### src/rtl/xsim_msg_pkg.sv
// Shared header-field layout and arbiter state type for the xsim message channel.
package xsim_msg_pkg;

    localparam int MSG_LEN_LSB = 0;
    localparam int MSG_LEN_W   = 16;
    // The id field sits above the length and is passed through untouched.
    localparam int MSG_ID_LSB  = 16;

    typedef enum logic {
        ARB_IDLE,
        ARB_XFER
    } arb_state_t;

endpackage

### src/rtl/rr_pick.sv
// Rotating priority encoder: first set request at or after ptr, wrapping past N-1.
module rr_pick
    import xsim_msg_pkg::*;
#(
    parameter int N = 4
) (
    input  logic [N-1:0]         req,
    input  logic [$clog2(N)-1:0] ptr,
    output logic                 any,
    output logic [$clog2(N)-1:0] idx
);

    localparam int IW = $clog2(N);

    logic [IW:0] pos;

    always_comb begin
        any = 1'b0;
        idx = '0;
        pos = '0;
        for (int k = 0; k < N; k++) begin
            pos = {1'b0, ptr} + (IW+1)'(k);
            if (pos >= (IW+1)'(N)) begin
                pos = pos - (IW+1)'(N);
            end
            if (!any && req[pos[IW-1:0]]) begin
                any = 1'b1;
                idx = pos[IW-1:0];
            end
        end
    end

endmodule

### src/rtl/xsim_msg_arbiter.sv
// Round-robin, message-atomic arbiter merging NUM_REQ portal message streams
// onto the single msgSource beat channel.
module xsim_msg_arbiter
    import xsim_msg_pkg::*;
#(
    parameter int NUM_REQ = 4,
    parameter int BEAT_W  = 32,
    parameter int LEN_W   = MSG_LEN_W
) (
    input  logic                        CLK,
    input  logic                        RST_N,
    input  logic [NUM_REQ-1:0]          req_src_rdy,
    output logic [NUM_REQ-1:0]          req_dst_rdy,
    input  logic [NUM_REQ*BEAT_W-1:0]   req_beat,
    output logic                        msg_src_rdy,
    input  logic                        msg_dst_rdy,
    output logic [BEAT_W-1:0]           msg_beat,
    output logic [$clog2(NUM_REQ)-1:0]  grant_id,
    output logic                        busy
);

    localparam int IDW = $clog2(NUM_REQ);

    arb_state_t       state_q, state_d;
    logic [IDW-1:0]   grant_q, grant_d;
    logic [IDW-1:0]   rr_ptr_q, rr_ptr_d;
    logic [LEN_W-1:0] remaining_q, remaining_d;
    logic             first_q, first_d;

    logic             pick_any;
    logic [IDW-1:0]   pick_idx;
    logic [BEAT_W-1:0] beats [NUM_REQ];
    logic [BEAT_W-1:0] sel_beat;
    logic [LEN_W-1:0] hdr_len;
    logic             fire;
    logic             last_beat;

    rr_pick #(.N(NUM_REQ)) u_pick (
        .req (req_src_rdy),
        .ptr (rr_ptr_q),
        .any (pick_any),
        .idx (pick_idx)
    );

    generate
        for (genvar gi = 0; gi < NUM_REQ; gi++) begin : g_req
            assign beats[gi]       = req_beat[gi*BEAT_W +: BEAT_W];
            assign req_dst_rdy[gi] = (state_q == ARB_XFER) && (grant_q == IDW'(gi)) && msg_dst_rdy;
        end
    endgenerate

    // Zero-latency pass-through of the granted source while a message is in flight.
    assign sel_beat    = beats[grant_q];
    assign busy        = (state_q == ARB_XFER);
    assign msg_src_rdy = busy && req_src_rdy[grant_q];
    assign msg_beat    = busy ? sel_beat : '0;
    assign grant_id    = grant_q;
    assign fire        = msg_src_rdy && msg_dst_rdy;
    assign hdr_len     = sel_beat[MSG_LEN_LSB +: LEN_W];

    always_comb begin
        state_d     = state_q;
        grant_d     = grant_q;
        rr_ptr_d    = rr_ptr_q;
        remaining_d = remaining_q;
        first_d     = first_q;
        last_beat   = 1'b0;
        case (state_q)
            ARB_IDLE: begin
                if (pick_any) begin
                    grant_d = pick_idx;
                    first_d = 1'b1;
                    state_d = ARB_XFER;
                end
            end
            ARB_XFER: begin
                if (fire) begin
                    // A length of 0 or 1 in the header means a header-only message.
                    if (first_q) begin
                        first_d   = 1'b0;
                        last_beat = (hdr_len <= LEN_W'(1));
                        remaining_d = last_beat ? '0 : hdr_len - LEN_W'(1);
                    end else begin
                        last_beat   = (remaining_q <= LEN_W'(1));
                        remaining_d = last_beat ? '0 : remaining_q - LEN_W'(1);
                    end
                    if (last_beat) begin
                        state_d  = ARB_IDLE;
                        rr_ptr_d = (grant_q == IDW'(NUM_REQ-1)) ? '0 : grant_q + IDW'(1);
                    end
                end
            end
            default: state_d = ARB_IDLE;
        endcase
    end

    always_ff @(posedge CLK) begin
        if (!RST_N) begin
            state_q     <= ARB_IDLE;
            grant_q     <= '0;
            rr_ptr_q    <= '0;
            remaining_q <= '0;
            first_q     <= 1'b0;
        end else begin
            state_q     <= state_d;
            grant_q     <= grant_d;
            rr_ptr_q    <= rr_ptr_d;
            remaining_q <= remaining_d;
            first_q     <= first_d;
        end
    end

endmodule
### config.mk
export PLATFORM = sky130hd
export DESIGN_NAME = xsim_msg_arbiter
export DESIGN_NICKNAME = d
export VERILOG_FILES = /design/src/rtl/xsim_msg_pkg.sv /design/src/rtl/rr_pick.sv /design/src/rtl/xsim_msg_arbiter.sv
export SDC_FILE = /design/constraint.sdc
export NUM_CORES = 1
export LEC_CHECK = 0
export BUFFER_PORTS_ARGS = -buffer_cell sky130_fd_sc_hd__buf_4
export CORE_ASPECT_RATIO = 1.5
export CORE_MARGIN = 5
export CORE_UTILIZATION = 47
export CTS_CLUSTER_SIZE = 10
export DETAILED_ROUTE_END_ITERATION = 10
export PLACE_DENSITY = 0.92
export SYNTH_ARGS = -nofsm -noshare
export SYNTH_HDL_FRONTEND = slang
export SYNTH_HIERARCHICAL = 1
export SYNTH_SLANG_ARGS = --single-unit
### constraint.sdc
create_clock -name CLK -period 7.9 [get_ports CLK]
set_input_delay 0.79 -clock CLK [delete_from_list [all_inputs] [get_ports CLK]]
set_output_delay 0.79 -clock CLK [all_outputs]
set_load 0.02 [all_outputs]
# [Word-level counts from Yosys, hierarchy flattened]
# Index checks and enable logic that the tools add are counted.
[word_totals] reg_bits=22 in_bits=135
[op_classes] n_addsub=10 n_lt_le_gt_ge=12 eq_ne=5 muxes=40 bitwise=2 n_reduce_logical=21
[ops] operator="32-bit 2-to-1 mux" count=3
[ops] operator="32-bit binary-select mux with 2-bit select" count=1
[ops] operator="16-bit 2-to-1 mux" count=3
[ops] operator="16-bit by 1-bit <= comparator with 1-bit output, second input constant" count=2
[ops] operator="16-bit by 1-bit subtractor with 16-bit output, second input constant" count=2
[ops] operator="2-bit 2-to-1 mux" count=9
[ops] operator="1-bit 2-to-1 mux" count=17
[ops] operator="2-bit by 3-bit < comparator with 1-bit output, second input constant" count=5
[ops] operator="1-bit logical AND" count=13
[ops] operator="3-bit greater-or-equal comparator, second input constant" count=4
[ops] operator="1-bit binary-select mux with 2-bit select" count=5
[ops] operator="2-bit by 1-bit subtractor with 2-bit output, second input constant" count=4
[ops] operator="2-bit by 2-bit adder with 3-bit output, second input constant" count=2
[ops] operator="2-bit AND reduction" count=3
[ops] operator="2-bit == test, second input constant" count=2
[ops] operator="1-bit case mux with 2 select lines" count=2
[ops] operator="2-bit by 1-bit adder with 3-bit output, second input constant" count=1
[ops] operator="2-bit by 3-bit greater-or-equal comparator with 1-bit output, second input constant" count=1
[ops] operator="1-bit zero test" count=3
[ops] operator="2-bit inverter with 3-bit output" count=1
[ops] operator="3-bit AND reduction" count=1
[ops] operator="2-bit by 1-bit adder with 2-bit output, second input constant" count=1
[ops] operator="2-bit by 1-bit == test with 1-bit output, second input constant" count=1
[ops] operator="2-bit zero test" count=1
[ops] operator="3 further kinds" count=3

# [Depth between registers and ports, before layout]
[logic_depth] word_depth=16 depth_mapped=12

# [By module]
# The synthesis kept the hierarchy.
[by_module_without_submodules] module="xsim_msg_arbiter" n_inst=1 cells_each=287 area_each_um2=2646.3 seq_area_each_um2=440.4
[by_module_without_submodules] module="rr_pick" n_inst=1 cells_each=15 area_each_um2=77.6 seq_area_each_um2=0.0

# [Worst setup path before layout]
# OpenSTA, ideal clock, no wires.
[synth_timing] path_type="register to register" start="register grant_q[1], in the netlist grant_id[1]" end="register state_q, in the netlist busy" t_arrival_ns=3.405 path_slack_ns=4.374 stages_incl_launch_ff=12 path_buffers=2 synth_period_minus_slack_ns=3.526 cell_sequence="dfxtp_1 -> clkbuf_1 -> buf_1 -> mux4_2 -> inv_1 -> ha_1 -> nor2_1 -> a2111oi_0 -> o21ai_2 -> o41a_4 -> or3_4 -> nor3b_1"
[synth_between] elab_chain_cells=11 word_cells_on_any_way=15 cone_classes="1 x order compare; 11 x mux; 1 x bitwise; 2 x reduce/logical"
[synth_rtl] item="start: declaration" line="xsim_msg_arbiter.sv:25" source="logic [IDW-1:0] grant_q, grant_d;"
[synth_rtl] item="start signal: assignment" line="xsim_msg_arbiter.sv:106" source="grant_q <= grant_d;"
[synth_rtl] item="2-bit inverter with 3-bit output (implied by the code)" line="xsim_msg_arbiter.sv:53" source="assign sel_beat = beats[grant_q];"
[synth_rtl] item="32-bit binary-select mux with 2-bit select" line="xsim_msg_arbiter.sv:53"
[synth_rtl] item="32-bit 2-to-1 mux (implied by the code) (2 in a row)" line="xsim_msg_arbiter.sv:53"
[synth_rtl] item="16-bit by 1-bit <= comparator with 1-bit output" line="xsim_msg_arbiter.sv:81" source="last_beat = (hdr_len <= LEN_W'(1));"
[synth_rtl] item="1-bit 2-to-1 mux" line="xsim_msg_arbiter.sv:79" source="if (first_q) begin"
[synth_rtl] item="1-bit 2-to-1 mux" line="xsim_msg_arbiter.sv:77" source="if (fire) begin"
[synth_rtl] item="1-bit 2-to-1 mux" line="xsim_msg_arbiter.sv:68" source="case (state_q)"
[synth_rtl] item="1-bit 2-to-1 mux" line="xsim_msg_arbiter.sv:87" source="if (last_beat) begin"
[synth_rtl] item="1-bit 2-to-1 mux *" line="xsim_msg_arbiter.sv:77"
[synth_rtl] item="1-bit case mux with 2 select lines *" line="xsim_msg_arbiter.sv:68"
[synth_rtl] item="end signal: assignment" line="xsim_msg_arbiter.sv:105" source="state_q <= state_d;"
[synth_rtl] item="end: declaration" line="xsim_msg_arbiter.sv:24" source="arb_state_t state_q, state_d;"
# Every way passes the cells marked *; elsewhere a longest branch is shown, timed or not. The select of a mux whose other input is x is not followed.
# A chain may end at the register's enable or synchronous reset.

# [Worst setup path in the final report]
# Ends and elaborated chain as after synthesis.

==> reports/summary.txt <==
Antenna-violating nets left = 0
H-tree level count = 1
CP Cell Sequence = buf_4 > mux4_2 > inv_1 > ha_1 > nor2_1 > a2111oi_0 > o21ai_2 > o41a_4 > or3_4 > nor3b_1
Die span in y = 103 µm
Achievable Freq = 0.257 GHz
CP Class = reg2reg
Cts hold-fix bufs = 0
Cell Int Power = 318 µW
GR Util All Layers = 0.280
Hold WC Path Type = reg2reg
Wire per inst = 20.0 µm
Detailed-placement wirelength estimate = 8850 µm
Fillers = 405
CTS Buffer Depth = 2
# setup viols final = 0
Synthesis Warnings = 6
Lkg Pwr = 1.86 nW
WHS Endpoint = remaining_q[1]
Vias in the first global route = 3344
Clock Skews = 7.95 ps
Share of cells above drive strength 1 = 0.477
Area grow syn2layout = 50.9%
Sequential fraction of the synthesis area = 0.162
Sw Ratio = 0.361
Worst Path Buf+Inv = 2
Slowest stage cell, crit path = dfxtp_1
Max-cap violations = 0
DRC viols = 0
Synth Instances = 302
Remaining Overflow, GRT = 0
Vias/cell = 6.12
TritonCTS clock tree = built
Routed WL = 10700 µm
CP Capture Type = register
Unique masters post-synth = 46
Setup bufs post-CTS = 0
Peak VDD IR = 0.0000832 V
Clock slew at reported path FFs = 90 ps
Critical Path Fanout Max = 22
Status = finished, final reports clean
Min-delay src = remaining_q[1]
FFs w/ async S/R, synth = 0
Global routing usage on met1 = 0.327
Startpoint Class = register
DR vias = 3272
Power Dens Cells = 121 mW/mm²
Syn avg cell area = 9.02 µm²
Total CTS buffers = 3
Post-Layout Cell Count = 535
Met2 GRT Util = 0.494
Sequential power share = 0.262
Final Net Count = 607
Post-synth EDFFs = 0
Gpl congestion = 0.943
CTS resizes = 0
Met3 track demand over resource = 0.0551
CP delay by family, top = compound AO/OA/AOI/OAI gates
Syn_nets = 445
Core ar. = 0.00574 mm²
Worst R2R End = busy
Yosys reg bits = 22
Critical Path RT = 8050 ps
Min cycle time layout = 3890 ps
Min-Delay Path Depth = 2
Post-synth top flop = dfxtp_1
Clock group share of total power = 0.214
Placed Instances = 531
First-pass GRT wire length = 16300 µm
Clock tree sinks = 22
R2r startpoint = grant_id[1]
Combinational power share = 0.524
Root buffer cell = clkbuf_8
Initial Util = 0.474
ANT cells = 0
Cell Area, Synth = 0.00272 mm²
RSZ-0062 raised after global routing = no
FF-to-FF path depth = 10
Die area = 0.00745 mm²
Initial antenna violation count = 0
Slew @ Worst Pin = 1210 ps
Largest net degree at the start of global routing = 43
Most Used Layer, Global Route = met2
Fin Setup TNS = 0 ps
Period utilization = 0.492
1st-pass router iterations = 5
Slowest stage delay, CP = 850 ps
Worst endpoint data arrival time = 4040 ps
Worst skew pair latency = 270 ps
Final hold violation count = 0
Psw = 180 µW
Ports = 175
Worst rel slew slack = 0.191
PortBufs = 174
Row count = 34
DRT iter0 DRCs = 327
Die Width = 72.2 µm
R2r setup slk = 4010 ps
Slew Viols, Final = 0
## worst min-delay path, stage by stage (launching register included)
cell	delay (ps)
dfxtp_1	330
inv_1	100
a211oi_1	70
## layout by cell type (no fill, tap or decap), drive strengths merged, types with 3 or more instances in the layout
| cell | instances |
|---|---|
| and3 | 5 |
| buf | 176 |
| nor3 | 5 |
| or3 | 4 |
| or4 | 5 |
| ha | 8 |
| xnor2 | 9 |
| nor2b | 3 |
| nand4 | 3 |
| nand3 | 5 |
| a21oi | 17 |
| nor2 | 29 |
| o21ai | 20 |
| mux4 | 33 |
| nand2 | 11 |
| a221oi | 10 |
| clkbuf | 3 |
| nor4 | 11 |
| dfxtp | 22 |
| xor2 | 13 |
| inv | 14 |
| and2 | 34 |
## metrics by stage
stage	setup slack, ps	cell area (µm²)	hold slack (ps)	power, mW	util
after floorplan	4370	2720	470	0.283	-
after CTS	4040	4110	535	0.495	0.716
after detailed placement	4060	4040	522	0.390	0.703
after global placement	4130	4040	491	0.382	0.703
after global routing	3800	4110	556	0.526	0.716
final	4010	4110	537	0.498	0.716
## cell type report
class	instances	area, µm²	area share
Clock inverter	1	30.0	0.00730
Tap cell	72	90.1	0.0219
Timing Repair Buffer	176	1320	0.321
Inverter	14	52.6	0.0128
Sequential cell	22	442	0.107
Multi-Input combinational cell	247	2130	0.519
Clock buffer	3	41.3	0.0100
## cell families (layout without fill, tap and decap cells)
family | after synthesis | after routing | synth area share
AO/OA/AOI/OAI | 61 | 61 | 0.147
XOR/XNOR | 22 | 22 | 0.0707
adder cells (fa/ha/maj) | 8 | 8 | 0.0367
buffers and inverters | 33 | 194 | 0.0547
flip-flops | 22 | 22 | 0.162
multiplexers | 35 | 35 | 0.283
AND/OR/NAND/NOR | 121 | 121 | 0.246
## cell usage after synthesis (2+ instances only)
| cell type | number | area [µm²] |
|---|---|---|
| o21ai_0 | 19 | 95.1 |
| a221oi_1 | 10 | 87.6 |
| mux4_2 | 31 | 698 |
| mux2i_1 | 2 | 20.0 |
| clkbuf_1 | 14 | 52.6 |
| a21oi_1 | 17 | 85.1 |
| a31oi_1 | 2 | 12.5 |
| dfxtp_1 | 22 | 440 |
| or3_1 | 3 | 18.8 |
| o31ai_1 | 2 | 15.0 |
| and2_1 | 34 | 213 |
| nand3_1 | 5 | 25.0 |
| nand2b_1 | 2 | 12.5 |
| buf_1 | 2 | 7.51 |
| ha_1 | 8 | 100 |
| nand2_1 | 11 | 41.3 |
| or4_1 | 4 | 30.0 |
| xor2_1 | 13 | 114 |
| mux4_1 | 2 | 52.6 |
| nand4_1 | 3 | 18.8 |
| inv_1 | 13 | 48.8 |
| and3_1 | 5 | 31.3 |
| nor2_1 | 29 | 109 |
| or2_2 | 2 | 12.5 |
| xnor2_1 | 9 | 78.8 |
| nor4_1 | 11 | 68.8 |
| nor3_1 | 4 | 20.0 |
| a211oi_1 | 2 | 15.0 |
| a2111oi_0 | 2 | 17.5 |
| nor2b_1 | 3 | 18.8 |
## sequential cells by signal (all words and copies together) (netlist names)
signal and cells:
grant_id 2, remaining_q 16, first_q 1, rr_ptr_q 2
busy 1
## per-layer routing
layer	up-vias	wire (µm)
met5	-	0
met4	0	383
met3	30	985
met2	207	5710
met1	1562	3630
li1	1473	-
## worst max path at each step
stage	startpoint	end	cells after the start	slack, ps
final	grant_id[1]	busy	10	4010
after global routing	grant_id[1]	busy	10	3800
after CTS	grant_id[1]	busy	10	4040
after detailed placement	grant_id[1]	busy	10	4060
after global placement	grant_id[1]	busy	10	4130
after floorplan	grant_id[1]	busy	11	4370
## power groups by stage
stage / Clock [mW] / Combinational [mW] / Sequential, mW
2_1_floorplan: 0 / 0.155 / 0.128
3_3_place_gp: 0 / 0.250 / 0.132
3_5_place_dp: 0 / 0.257 / 0.133
4_1_cts: 0.106 / 0.259 / 0.130
5_1_grt: 0.113 / 0.281 / 0.132
6_report: 0.106 / 0.261 / 0.131
(Power assumes the default switching activity.)
